**src/rtl/openhw_cvtint_sched_if.sv**
```systemverilog
// Request/result bundle for the shared float-to-integer post-processing datapath.
// Requesters and the result consumer sit on the master side; the scheduler uses the slave side.
interface openhw_cvtint_sched_if #(
  parameter int XLEN = 64,
  parameter int TAGW = 5
);
  logic [1:0]      ReqValid;
  logic [1:0]      ReqReady;
  logic [XLEN-1:0] ReqMag0;
  logic [XLEN-1:0] ReqMag1;
  logic [6:0]      ReqCtl0;
  logic [6:0]      ReqCtl1;
  logic [TAGW-1:0] ReqTag0;
  logic [TAGW-1:0] ReqTag1;
  logic            ResValid;
  logic            ResReady;
  logic [XLEN-1:0] ResData;
  logic            ResNV;
  logic            ResNX;
  logic [TAGW-1:0] ResTag;
  logic            ResSrc;

  modport master (
    output ReqValid, ReqMag0, ReqMag1, ReqCtl0, ReqCtl1, ReqTag0, ReqTag1, ResReady,
    input  ReqReady, ResValid, ResData, ResNV, ResNX, ResTag, ResSrc
  );

  modport slave (
    input  ReqValid, ReqMag0, ReqMag1, ReqCtl0, ReqCtl1, ReqTag0, ReqTag1, ResReady,
    output ReqReady, ResValid, ResData, ResNV, ResNX, ResTag, ResSrc
  );
endinterface

```
**src/rtl/openhw_cvtint_sched.sv**
```systemverilog
// Two-requester round-robin scheduler in front of a 2-stage round / negate / saturate
// pipeline producing the final FCVT.W/WU/L/LU integer plus NV/NX flags.
module openhw_cvtint_sched #(
  parameter int XLEN = 64,
  parameter int TAGW = 5
) (
  input  logic                 clk,
  input  logic                 reset,
  openhw_cvtint_sched_if.slave bus
);

  logic            ptr;
  logic [1:0]      grant;
  logic            adv1;
  logic            adv2;
  logic            take;
  logic [XLEN-1:0] sel_mag;
  logic [6:0]      sel_ctl;
  logic [TAGW-1:0] sel_tag;

  // S1 keeps the Mag+Plus1 carry; flags are {Signed, Int64, Xs, NaN, Ovf, Inexact}
  logic            s1_valid;
  logic [XLEN:0]   s1_m;
  logic [5:0]      s1_flg;
  logic [TAGW-1:0] s1_tag;
  logic            s1_src;

  logic [64:0] m;
  logic [64:0] max_s;
  logic [64:0] min_mag_s;
  logic [64:0] max_u;
  logic        sg;
  logic        i64;
  logic        xs;
  logic        nan;
  logic        inv;
  logic [63:0] r;

  always_comb begin
    grant[0] = bus.ReqValid[0] & (~bus.ReqValid[1] | ~ptr);
    grant[1] = bus.ReqValid[1] & (~bus.ReqValid[0] | ptr);
  end

  assign adv2         = bus.ResReady | ~bus.ResValid;
  assign adv1         = adv2 | ~s1_valid;
  assign bus.ReqReady = grant & {2{adv1}};
  assign take         = adv1 & (|grant);

  always_comb begin
    sel_mag = grant[1] ? bus.ReqMag1 : bus.ReqMag0;
    sel_ctl = grant[1] ? bus.ReqCtl1 : bus.ReqCtl0;
    sel_tag = grant[1] ? bus.ReqTag1 : bus.ReqTag0;
  end

  // Pointer only moves past the requester it names once that requester transfers
  always_ff @(posedge clk) begin
    if (reset) begin
      ptr <= 1'b0;
    end else if (adv1 && grant[ptr]) begin
      ptr <= ~ptr;
    end
  end

  always_ff @(posedge clk) begin
    if (reset) begin
      s1_valid <= 1'b0;
      s1_m     <= '0;
      s1_flg   <= '0;
      s1_tag   <= '0;
      s1_src   <= 1'b0;
    end else if (adv1) begin
      s1_valid <= take;
      if (take) begin
        s1_m   <= {1'b0, sel_mag} + {{XLEN{1'b0}}, sel_ctl[4]};
        s1_flg <= {sel_ctl[6:5], sel_ctl[3:0]};
        s1_tag <= sel_tag;
        s1_src <= grant[1];
      end
    end
  end

  always_comb begin
    m         = 65'(s1_m);
    sg        = s1_flg[5];
    i64       = s1_flg[4] && (XLEN == 64);
    xs        = s1_flg[3];
    nan       = s1_flg[2];
    max_s     = i64 ? 65'h0_7FFF_FFFF_FFFF_FFFF : 65'h0_0000_0000_7FFF_FFFF;
    min_mag_s = i64 ? 65'h0_8000_0000_0000_0000 : 65'h0_0000_0000_8000_0000;
    max_u     = i64 ? 65'h0_FFFF_FFFF_FFFF_FFFF : 65'h0_0000_0000_FFFF_FFFF;
    inv = nan | s1_flg[1]
        | (sg & ~xs & (m > max_s))
        | (sg & xs & (m > min_mag_s))
        | (~sg & ~xs & (m > max_u))
        | (~sg & xs & (m != '0));
    if (inv) begin
      if (nan || !xs) r = sg ? max_s[63:0] : max_u[63:0];
      else            r = sg ? ~max_s[63:0] : '0;
    end else begin
      r = m[63:0];
      if (xs) r = -r;
    end
    // 32-bit results always sign-replicate bit 31, unsigned W conversions included
    if (!i64) r[63:32] = {32{r[31]}};
  end

  always_ff @(posedge clk) begin
    if (reset) begin
      bus.ResValid <= 1'b0;
      bus.ResData  <= '0;
      bus.ResNV    <= 1'b0;
      bus.ResNX    <= 1'b0;
      bus.ResTag   <= '0;
      bus.ResSrc   <= 1'b0;
    end else if (adv2) begin
      bus.ResValid <= s1_valid;
      if (s1_valid) begin
        bus.ResData <= r[XLEN-1:0];
        bus.ResNV   <= inv;
        bus.ResNX   <= s1_flg[0] & ~inv;
        bus.ResTag  <= s1_tag;
        bus.ResSrc  <= s1_src;
      end
    end
  end

endmodule

```
**src/flat_wrapper.sv**
```systemverilog
// flat-port wrapper written by rule: the top's interface ports become plain ports
module openhw_cvtint_sched_flat 
#(
  parameter int XLEN = 64,
  parameter int TAGW = 5
)
  (clk, reset, bus_ReqValid, bus_ReqMag0, bus_ReqMag1, bus_ReqCtl0, bus_ReqCtl1, bus_ReqTag0, bus_ReqTag1, bus_ResReady, bus_ReqReady, bus_ResValid, bus_ResData, bus_ResNV, bus_ResNX, bus_ResTag, bus_ResSrc);
  openhw_cvtint_sched_if #(.XLEN(XLEN), .TAGW(TAGW)) bus_i ();
  input  logic clk;
  input  logic reset;
  input wire logic [$bits(bus_i.ReqValid)-1:0] bus_ReqValid;
  input wire logic [$bits(bus_i.ReqMag0)-1:0] bus_ReqMag0;
  input wire logic [$bits(bus_i.ReqMag1)-1:0] bus_ReqMag1;
  input wire logic [$bits(bus_i.ReqCtl0)-1:0] bus_ReqCtl0;
  input wire logic [$bits(bus_i.ReqCtl1)-1:0] bus_ReqCtl1;
  input wire logic [$bits(bus_i.ReqTag0)-1:0] bus_ReqTag0;
  input wire logic [$bits(bus_i.ReqTag1)-1:0] bus_ReqTag1;
  input wire logic [$bits(bus_i.ResReady)-1:0] bus_ResReady;
  output wire logic [$bits(bus_i.ReqReady)-1:0] bus_ReqReady;
  output wire logic [$bits(bus_i.ResValid)-1:0] bus_ResValid;
  output wire logic [$bits(bus_i.ResData)-1:0] bus_ResData;
  output wire logic [$bits(bus_i.ResNV)-1:0] bus_ResNV;
  output wire logic [$bits(bus_i.ResNX)-1:0] bus_ResNX;
  output wire logic [$bits(bus_i.ResTag)-1:0] bus_ResTag;
  output wire logic [$bits(bus_i.ResSrc)-1:0] bus_ResSrc;
  assign bus_i.ReqValid = bus_ReqValid;
  assign bus_i.ReqMag0 = bus_ReqMag0;
  assign bus_i.ReqMag1 = bus_ReqMag1;
  assign bus_i.ReqCtl0 = bus_ReqCtl0;
  assign bus_i.ReqCtl1 = bus_ReqCtl1;
  assign bus_i.ReqTag0 = bus_ReqTag0;
  assign bus_i.ReqTag1 = bus_ReqTag1;
  assign bus_i.ResReady = bus_ResReady;
  assign bus_ReqReady = bus_i.ReqReady;
  assign bus_ResValid = bus_i.ResValid;
  assign bus_ResData = bus_i.ResData;
  assign bus_ResNV = bus_i.ResNV;
  assign bus_ResNX = bus_i.ResNX;
  assign bus_ResTag = bus_i.ResTag;
  assign bus_ResSrc = bus_i.ResSrc;
  openhw_cvtint_sched #(.XLEN(XLEN), .TAGW(TAGW)) u_core (.clk(clk), .reset(reset), .bus(bus_i));
endmodule
```
**config.mk**
```make
export PLATFORM = sky130hd
export DESIGN_NAME = openhw_cvtint_sched_flat
export DESIGN_NICKNAME = d
export VERILOG_FILES = /design/src/rtl/openhw_cvtint_sched_if.sv /design/src/rtl/openhw_cvtint_sched.sv /design/src/flat_wrapper.sv
export SDC_FILE = /design/constraint.sdc
export NUM_CORES = 1
export LEC_CHECK = 0
export CAP_MARGIN = 20
export CORE_MARGIN = 2
export CORE_UTILIZATION = 40
export CTS_CLUSTER_SIZE = 24
export DETAILED_ROUTE_END_ITERATION = 6
export GPL_TIMING_DRIVEN = 0
export PLACE_DENSITY_LB_ADDON = 0.05
export SYNTH_ARGS = -nofsm -noshare
export SYNTH_HDL_FRONTEND = slang
export SYNTH_SLANG_ARGS = --single-unit
```
**constraint.sdc**
```tcl
create_clock -name clk -period 8.25 [get_ports clk]
set_input_delay 1.65 -clock clk [delete_from_list [all_inputs] [get_ports clk]]
set_output_delay 1.65 -clock clk [all_outputs]
set_load 0.02 [all_outputs]
```
==> results of run 1 <==
-- cells in the mapped netlist, types with 4 or more instances --
| library cell | count | area [sq um] |
|---|---|---|
| o211a_1 | 5 | 50.1 |
| buf_1 | 9 | 33.8 |
| o31ai_1 | 20 | 150 |
| and3_1 | 6 | 37.5 |
| ha_1 | 38 | 475 |
| clkbuf_1 | 66 | 248 |
| mux2_2 | 8 | 90.1 |
| or4_1 | 17 | 128 |
| nor2b_1 | 5 | 31.3 |
| mux2i_1 | 48 | 480 |
| a21o_1 | 4 | 30.0 |
| buf_6 | 5 | 56.3 |
| a211oi_1 | 12 | 90.1 |
| dfxtp_1 | 152 | 3040 |
| inv_1 | 11 | 41.3 |
| or3_1 | 20 | 125 |
| o41ai_1 | 11 | 96.3 |
| nand4_1 | 42 | 263 |
| or2_2 | 10 | 62.6 |
| nor2_1 | 79 | 297 |
| o211ai_1 | 61 | 458 |
| a22oi_1 | 6 | 45.0 |
| buf_2 | 21 | 105 |
| xor2_1 | 42 | 368 |
| a31oi_1 | 7 | 43.8 |
| o21ai_0 | 92 | 460 |
| a311oi_1 | 12 | 105 |
| and2_1 | 9 | 56.3 |
| nor3_1 | 24 | 120 |
| nand2_1 | 216 | 811 |
| nand3_1 | 57 | 285 |
| a21oi_1 | 130 | 651 |
| nor4_1 | 20 | 125 |
| nand2b_1 | 5 | 31.3 |
| xnor2_1 | 72 | 631 |
-- cells by family after synthesis --
group	synth area share, %
AND/OR/NAND/NOR	24.5
AO/OA/AOI/OAI	23.3
flip-flops	28.3
buffers and inverters	4.75
XOR/XNOR	9.29
multiplexers	5.45
adder cells (fa/ha/maj)	4.43
-- layout make-up --
class                      instances  area [sq um]  area share [%]
buffer                           103           463            3.28
tap                              335           419            2.97
timing repair buffer             235          2360            16.7
sequential                       152          3040            21.6
clock buffer                      18           429            3.05
multi-input combinational       1137          7200            51.1
inverter                          12          45.0           0.320
clock inverter                    14           138           0.977
-- flip-flops by register name, indices dropped and copies added, names as in the netlist --
| name | count |
|---|---|
| u_core.bus.ResNV | 1 |
| u_core.bus.ResTag | 5 |
| u_core.bus.ResSrc | 1 |
| u_core.bus.ResValid | 1 |
| u_core.bus.ResData | 64 |
| u_core.m | 65 |
| u_core.s1_src | 1 |
| u_core.ptr | 1 |
| u_core.bus.ResNX | 1 |
| u_core.s1_tag | 5 |
| u_core.s1_valid | 1 |
| u_core.s1_flg | 6 |
-- through the flow --
stage	setup WS [ps]	cells	TNS [ps]	utilization (%)
3_5_place_dp	-1190	1969	-20870	51.3
6_report	453	2006	0	53.8
2_1_floorplan	1550	1405	0	-
3_3_place_gp	-1140	1969	-19420	51.3
5_1_grt	133	2006	0	53.8
4_1_cts	352	2000	0	53.5
-- placed cells by master, fill, tap and decap left out, drive strengths merged, types with 42 or more instances in the layout --
cell type        n
o21ai           96
nand3           57
a21oi          130
nand2          216
dfxtp          152
o211ai          62
xor2            42
mux2i           48
clkbuf          84
xnor2           72
buf             43
nor2            79
clkdlybuf4s50  229
nand4           43
-- metal layers --
| metal | up-vias | track usage, % | part of all wire [%] |
|---|---|---|---|
| met3 | 42 | 3.43 | 5.9 |
| met2 | 431 | 44.8 | 45 |
| li1 | 5654 | - | - |
| met5 | - | 0 | 0 |
| met4 | 0 | 6.92 | 1.6 |
| met1 | 5316 | 38.3 | 48 |
-- worst min-delay path, cell delays in order (launching register included) --
cell     delay, ps
dfxtp_1        310
nand2_1         50
a21oi_1         50
-- power groups by stage --
stage | clock [mW] | sequential (mW) | combinational, mW
after floorplan | 0 | 0.930 | 0.508
after global placement | 0 | 0.905 | 0.881
after detailed placement | 0 | 0.907 | 0.889
after CTS | 0.768 | 0.891 | 0.893
after global routing | 0.803 | 0.903 | 0.980
final | 0.761 | 0.893 | 0.902
-- worst min path at each step --
| stage | start | end | slack [ps] |
|---|---|---|---|
| 6_report | u_core.bus.ResData[30] | u_core.bus.ResData[30] | 450 |
| 5_1_grt | u_core.bus.ResData[29] | u_core.bus.ResData[29] | 470 |
| 4_1_cts | u_core.bus.ResData[30] | u_core.bus.ResData[30] | 460 |
| 3_5_place_dp | u_core.s1_tag[0] | u_core.bus.ResTag[0] | 450 |
| 3_3_place_gp | u_core.bus.ResData[0] | u_core.bus.ResData[0] | 440 |
| 2_1_floorplan | u_core.s1_src | u_core.bus.ResSrc | 430 |
-- timing repair --
| action | 4_1_cts | 5_1_grt |
|---|---|---|
| buffers inserted | 0 | 5 |
| gates resized for setup | 2 | 0 |
| pin swaps | 0 | 1 |
| endpoints found under the setup margin | 21 | 1 |
==> metrics, run 1 <==
Slowest cell on crit path clkbuf_1; Pre-antenna DRT Iters 7; Startpoint Class primary input; HPWL Detailed 32,100 um; worst min-delay path class flip-flop to flip-flop; Yosys reg bits 152; P_sw 0.938 mW; Placer Congestion 0.946; Worst-Skew Late Latency 430 ps; Slew @ Worst Pin 1020 ps; row cnt 59; Synth-to-Final Area Change 31.2%; Pwr per Cell Area 181 nW/um^2; LEAKAGE 4.98 nW; Die Height 168 um; nets@finish 1,853; Sw Ratio 36.7%; clk sinks 152; Worst R2R Setup Slack 1850 ps; unrepaired setup endpoints after global routing false; hold depth 2; Setup Skew 10.1 ps; GRT Util Overall 27.4%; CTS Root Cell clkbuf_16; end point of the critical path u_core.m[54]; max incr delay on CP 550 ps; final hold slack 453 ps; CTS Hold Buffers Added 0; syn_area_per_cell 7.65 sq um; worst r2r src u_core.ptr; worst-case clock buffer depth 2; Clk pin slew, worst setup/hold paths 60 ps; Synthesized Nets 1,600; die area 28,200 sq um; Synth Instances 1,405; antenna violations before repair 0; share of cells above drive strength 1 6.22%; Peak VDD IR 0.133 mV; predominant post-synthesis flop cell dfxtp_1; IO buf count 229; Congestion Overflow GR 0; Finished Cell Area 14,100 sq um; Clk network pwr share 29.8%; Placeable Area 26,200 sq um; Post-synth EDFFs 0; width of the die 168 um; fin crit share 94.5%; crit-path cells clkdlybuf4s50_1 -> nor2b_1 -> buf_2 -> nor2_1 -> buf_4 -> buf_4 -> clkbuf_2 -> buf_2 -> buf_2 -> clkbuf_1 -> nand2_1 -> nand2_1 -> ha_1 -> ha_1 -> a21boi_1 -> nand3_1 -> nor4_4 -> buf_4 -> nand3_1 -> or4_1 -> nand3_1 -> a21oi_1; CP top delay family buffers and inverters; CP Data Required Time 8540 ps; Fmax 128 MHz; vias 11,400; R2R depth 21; vias in the first global route 10,800; status completed; Reg-to-Reg End u_core.m[54]; Min Clock Period, post-route 7800 ps; Starting Density 41.0%; Slew HR 31.1%; Worst EP arrival 8090 ps; Max Cap Viol 0; Buf/Inv on CP 9; Int Pwr 1.62 mW; register area share after synthesis 28.3%; IO Count 232; Yosys cell types 75; Post-Syn Area 10,700 sq um; drc violations 0; asr flop ratio synth 0%; Critical Path Fanout Max 19; vias per cell 5.70; Crit Path Class primary input to flip-flop; Final Hold Viols 0; max-slew violations 0; drt wl/cell 19.7 um; Ys Warns 0; share of power burned in registers 35.0%; CTS HTree Levels 4; CP startpoint bus_ReqValid[0]; Final ANT Viol Nets 0; Post-DP Area 13,500 sq um; CTS tree yes; Crit path depth 22; largest net degree at the start of global routing 36; endpoint class of the critical path flip-flop; combinational share of power 35.3%; first-pass GRT wire length 60,900 um; total CTS buffers 17; overall power 2.56 mW; 1st-iter DRT viols 929; number of diodes 0; final setup fails 0; Fill cells 2,516; Routed WL 39,500 um
Power figures use the tool's default switching activity.
==> run 2: changes to the inputs <==
SLEW_MARGIN = 20   (was not set)
==> metrics, run 2 (same netlist as run 1, synthesis figures left out) <==
LEAKAGE 4.96 nW (-0.27%); antenna violations before repair 0 (unchanged); Worst-Skew Late Latency 430 ps (about the same); share of cells above drive strength 1 6.23% (about the same); HPWL Detailed 32,100 um (unchanged); worst min-delay path class flip-flop to flip-flop; overall power 2.55 mW (about the same); Post-DP Area 13,500 sq um (unchanged); CTS HTree Levels 4 (unchanged); commonest non-fill, non-tap cell in the layout clkdlybuf4s50_1; final setup fails 0 (unchanged); Setup Skew 10.3 ps (+0.198 ps); Fmax 128 MHz (-0.13%); drc violations 0 (unchanged); 1st-iter DRT viols 964 (+3.8%); largest net degree at the start of global routing 36 (unchanged); Finished Cell Area 14,100 sq um (-0.20%); CTS Hold Buffers Added 0 (unchanged); Clk pin slew, worst setup/hold paths 70 ps (about the same); Critical Path Fanout Max 19 (unchanged); Startpoint Class primary input; max incr delay on CP 550 ps (about the same); Min Clock Period, post-route 7810 ps (+10.6 ps); Final ANT Viol Nets 0 (unchanged); Placeable Area 26,200 sq um (unchanged); GRT Util Overall 27.4% (unchanged); Placer Congestion 0.946 (unchanged); first-pass GRT wire length 60,900 um (unchanged); total CTS buffers 17 (unchanged); Routed WL 39,500 um (about the same); Reg-to-Reg End u_core.m[54]; CP Data Required Time 8550 ps (about the same); row cnt 59 (unchanged); fin crit share 94.6% (+0.13 points); Synth-to-Final Area Change 30.9%; Starting Density 41.0% (unchanged); Placed Cells 1,969 (unchanged); worst-case clock buffer depth 2 (unchanged); number of diodes 0 (unchanged); max-slew violations 0 (unchanged); IO buf count 229 (unchanged); Worst Hold End u_core.bus.ResData[30]; Worst R2R Setup Slack 1830 ps (-20 ps); nets@finish 1,852 (-0.054%); Peak VDD IR 0.133 mV (-0.16%); Max Cap Viol 0 (unchanged); CTS tree yes; Slew HR 30.6% (-0.47 points); vias 11,500 (+0.38%); Final Hold Viols 0 (unchanged); hold depth 2 (unchanged); Fill cells 2,519 (+0.12%); Pre-antenna DRT Iters 5 (-2); IO Count 232 (unchanged); Final Non-Filler Cells 2,005 (-0.050%); R2R depth 21 (unchanged); commonest non-fill, non-tap cells in the layout clkdlybuf4s50_1 (229), nand2_1 (216), dfxtp_1 (152), a21oi_1 (130), o21ai_0 (92); Die Height 168 um (unchanged); width of the die 168 um (unchanged); crit-path cells clkdlybuf4s50_1 -> nor2b_1 -> buf_2 -> nor2_1 -> buf_4 -> buf_4 -> clkbuf_2 -> buf_2 -> buf_2 -> clkbuf_1 -> nand2_1 -> nand2_1 -> ha_1 -> ha_1 -> a21boi_1 -> nand3_1 -> nor4_4 -> buf_4 -> nand3_1 -> or4_1 -> nand3_1 -> a21oi_1; Worst EP arrival 8100 ps (about the same); die area 28,200 sq um (unchanged); unrepaired setup endpoints after global routing false; vias per cell 5.73 (+0.43%); worst r2r src u_core.ptr; Congestion Overflow GR 0 (unchanged); drt wl/cell 19.7 um (about the same); Slowest cell on crit path clkbuf_1; CTS Root Cell clkbuf_16; vias in the first global route 10,800 (unchanged); clk sinks 152 (unchanged); Largest register FFs 65 (unchanged); Pwr per Cell Area 182 nW/um^2 (+0.14%); hold_sp u_core.bus.ResData[30]; status completed; endpoint class of the critical path flip-flop; Slew @ Worst Pin 1030 ps (+6.97 ps); Crit Path Class primary input to flip-flop
==> run 2: changes by cell type in the layout (fill, tap and decap cells not counted) <==
cell,delta
inv_2,+1
inv_1,-1
buf_16,-1
==> run 2: worst max path at each step <==
stage,cells after the start,slack [ps],startpoint,to
2_1_floorplan,22,1550,bus_ReqValid[1],u_core.m[54]
3_3_place_gp,22,-1140,bus_ReqValid[0],u_core.m[54]
3_5_place_dp,22,-1190,bus_ReqValid[0],u_core.m[54]
4_1_cts,21,350,bus_ReqValid[0],u_core.m[54]
5_1_grt,22,130,bus_ReqValid[0],u_core.m[54]
6_report,22,440,bus_ReqValid[0],u_core.m[54]
==> run 2: layout make-up <==
type | count | area [sq um] | share of cell area (%)
Buffer | 103 | 463 | 3.29
Clock buffer | 18 | 429 | 3.05
Clock inverter | 14 | 138 | 0.978
Inverter | 12 | 45.0 | 0.320
Multi-Input combinational cell | 1137 | 7200 | 51.2
Sequential cell | 152 | 3040 | 21.6
Tap cell | 335 | 419 | 2.98
Timing Repair Buffer | 234 | 2330 | 16.6
==> run 2: critical path: cells and delay by family <==
family                   cells  cell delay, ps
adder cells (fa/ha/maj)      2             450
buffers and inverters        9            3170
AO/OA/AOI/OAI                2             590
AND/OR/NAND/NOR              9            2190
==> run 2: where the power goes <==
group | switching [mW] | total, mW | leakage, nW | internal [mW]
Combinational | 0.516 | 0.897 | 3.44 | 0.382
Clock | 0.342 | 0.764 | 0.267 | 0.422
Sequential | 0.0813 | 0.893 | 1.26 | 0.812
==> run 2: what timing repair did <==
action                     4_1_cts  5_1_grt
pin swaps                        0        1
setup endpoints to repair       21        1
buffers inserted                 0        5
gates resized for setup          2        0
==> run 2: metal layers <==
layer / track usage (%) / wire [um] / up-vias
met2: 44.8 / 17600 / 463
li1: - / - / 5657
met4: 6.92 / 573 / 0
met1: 38.3 / 18800 / 5329
met3: 3.43 / 2490 / 37
met5: 0 / 0 / -
==> run 2: per-stage QoR <==
stage	setup TNS, ps	setup slack (ps)	hold WS (ps)	utilization, %
5_1_grt	0	133	468	53.7
3_3_place_gp	-19420	-1140	440	51.3
3_5_place_dp	-20870	-1190	447	51.3
6_report	0	442	453	53.7
2_1_floorplan	0	1550	432	-
4_1_cts	0	352	456	53.5
==> run 3: changes to the inputs <==
SETUP_SLACK_MARGIN = 0.05   (was not set)
==> results of run 3 <==
Final layout, timing and power as in run 2 (identical DEF).
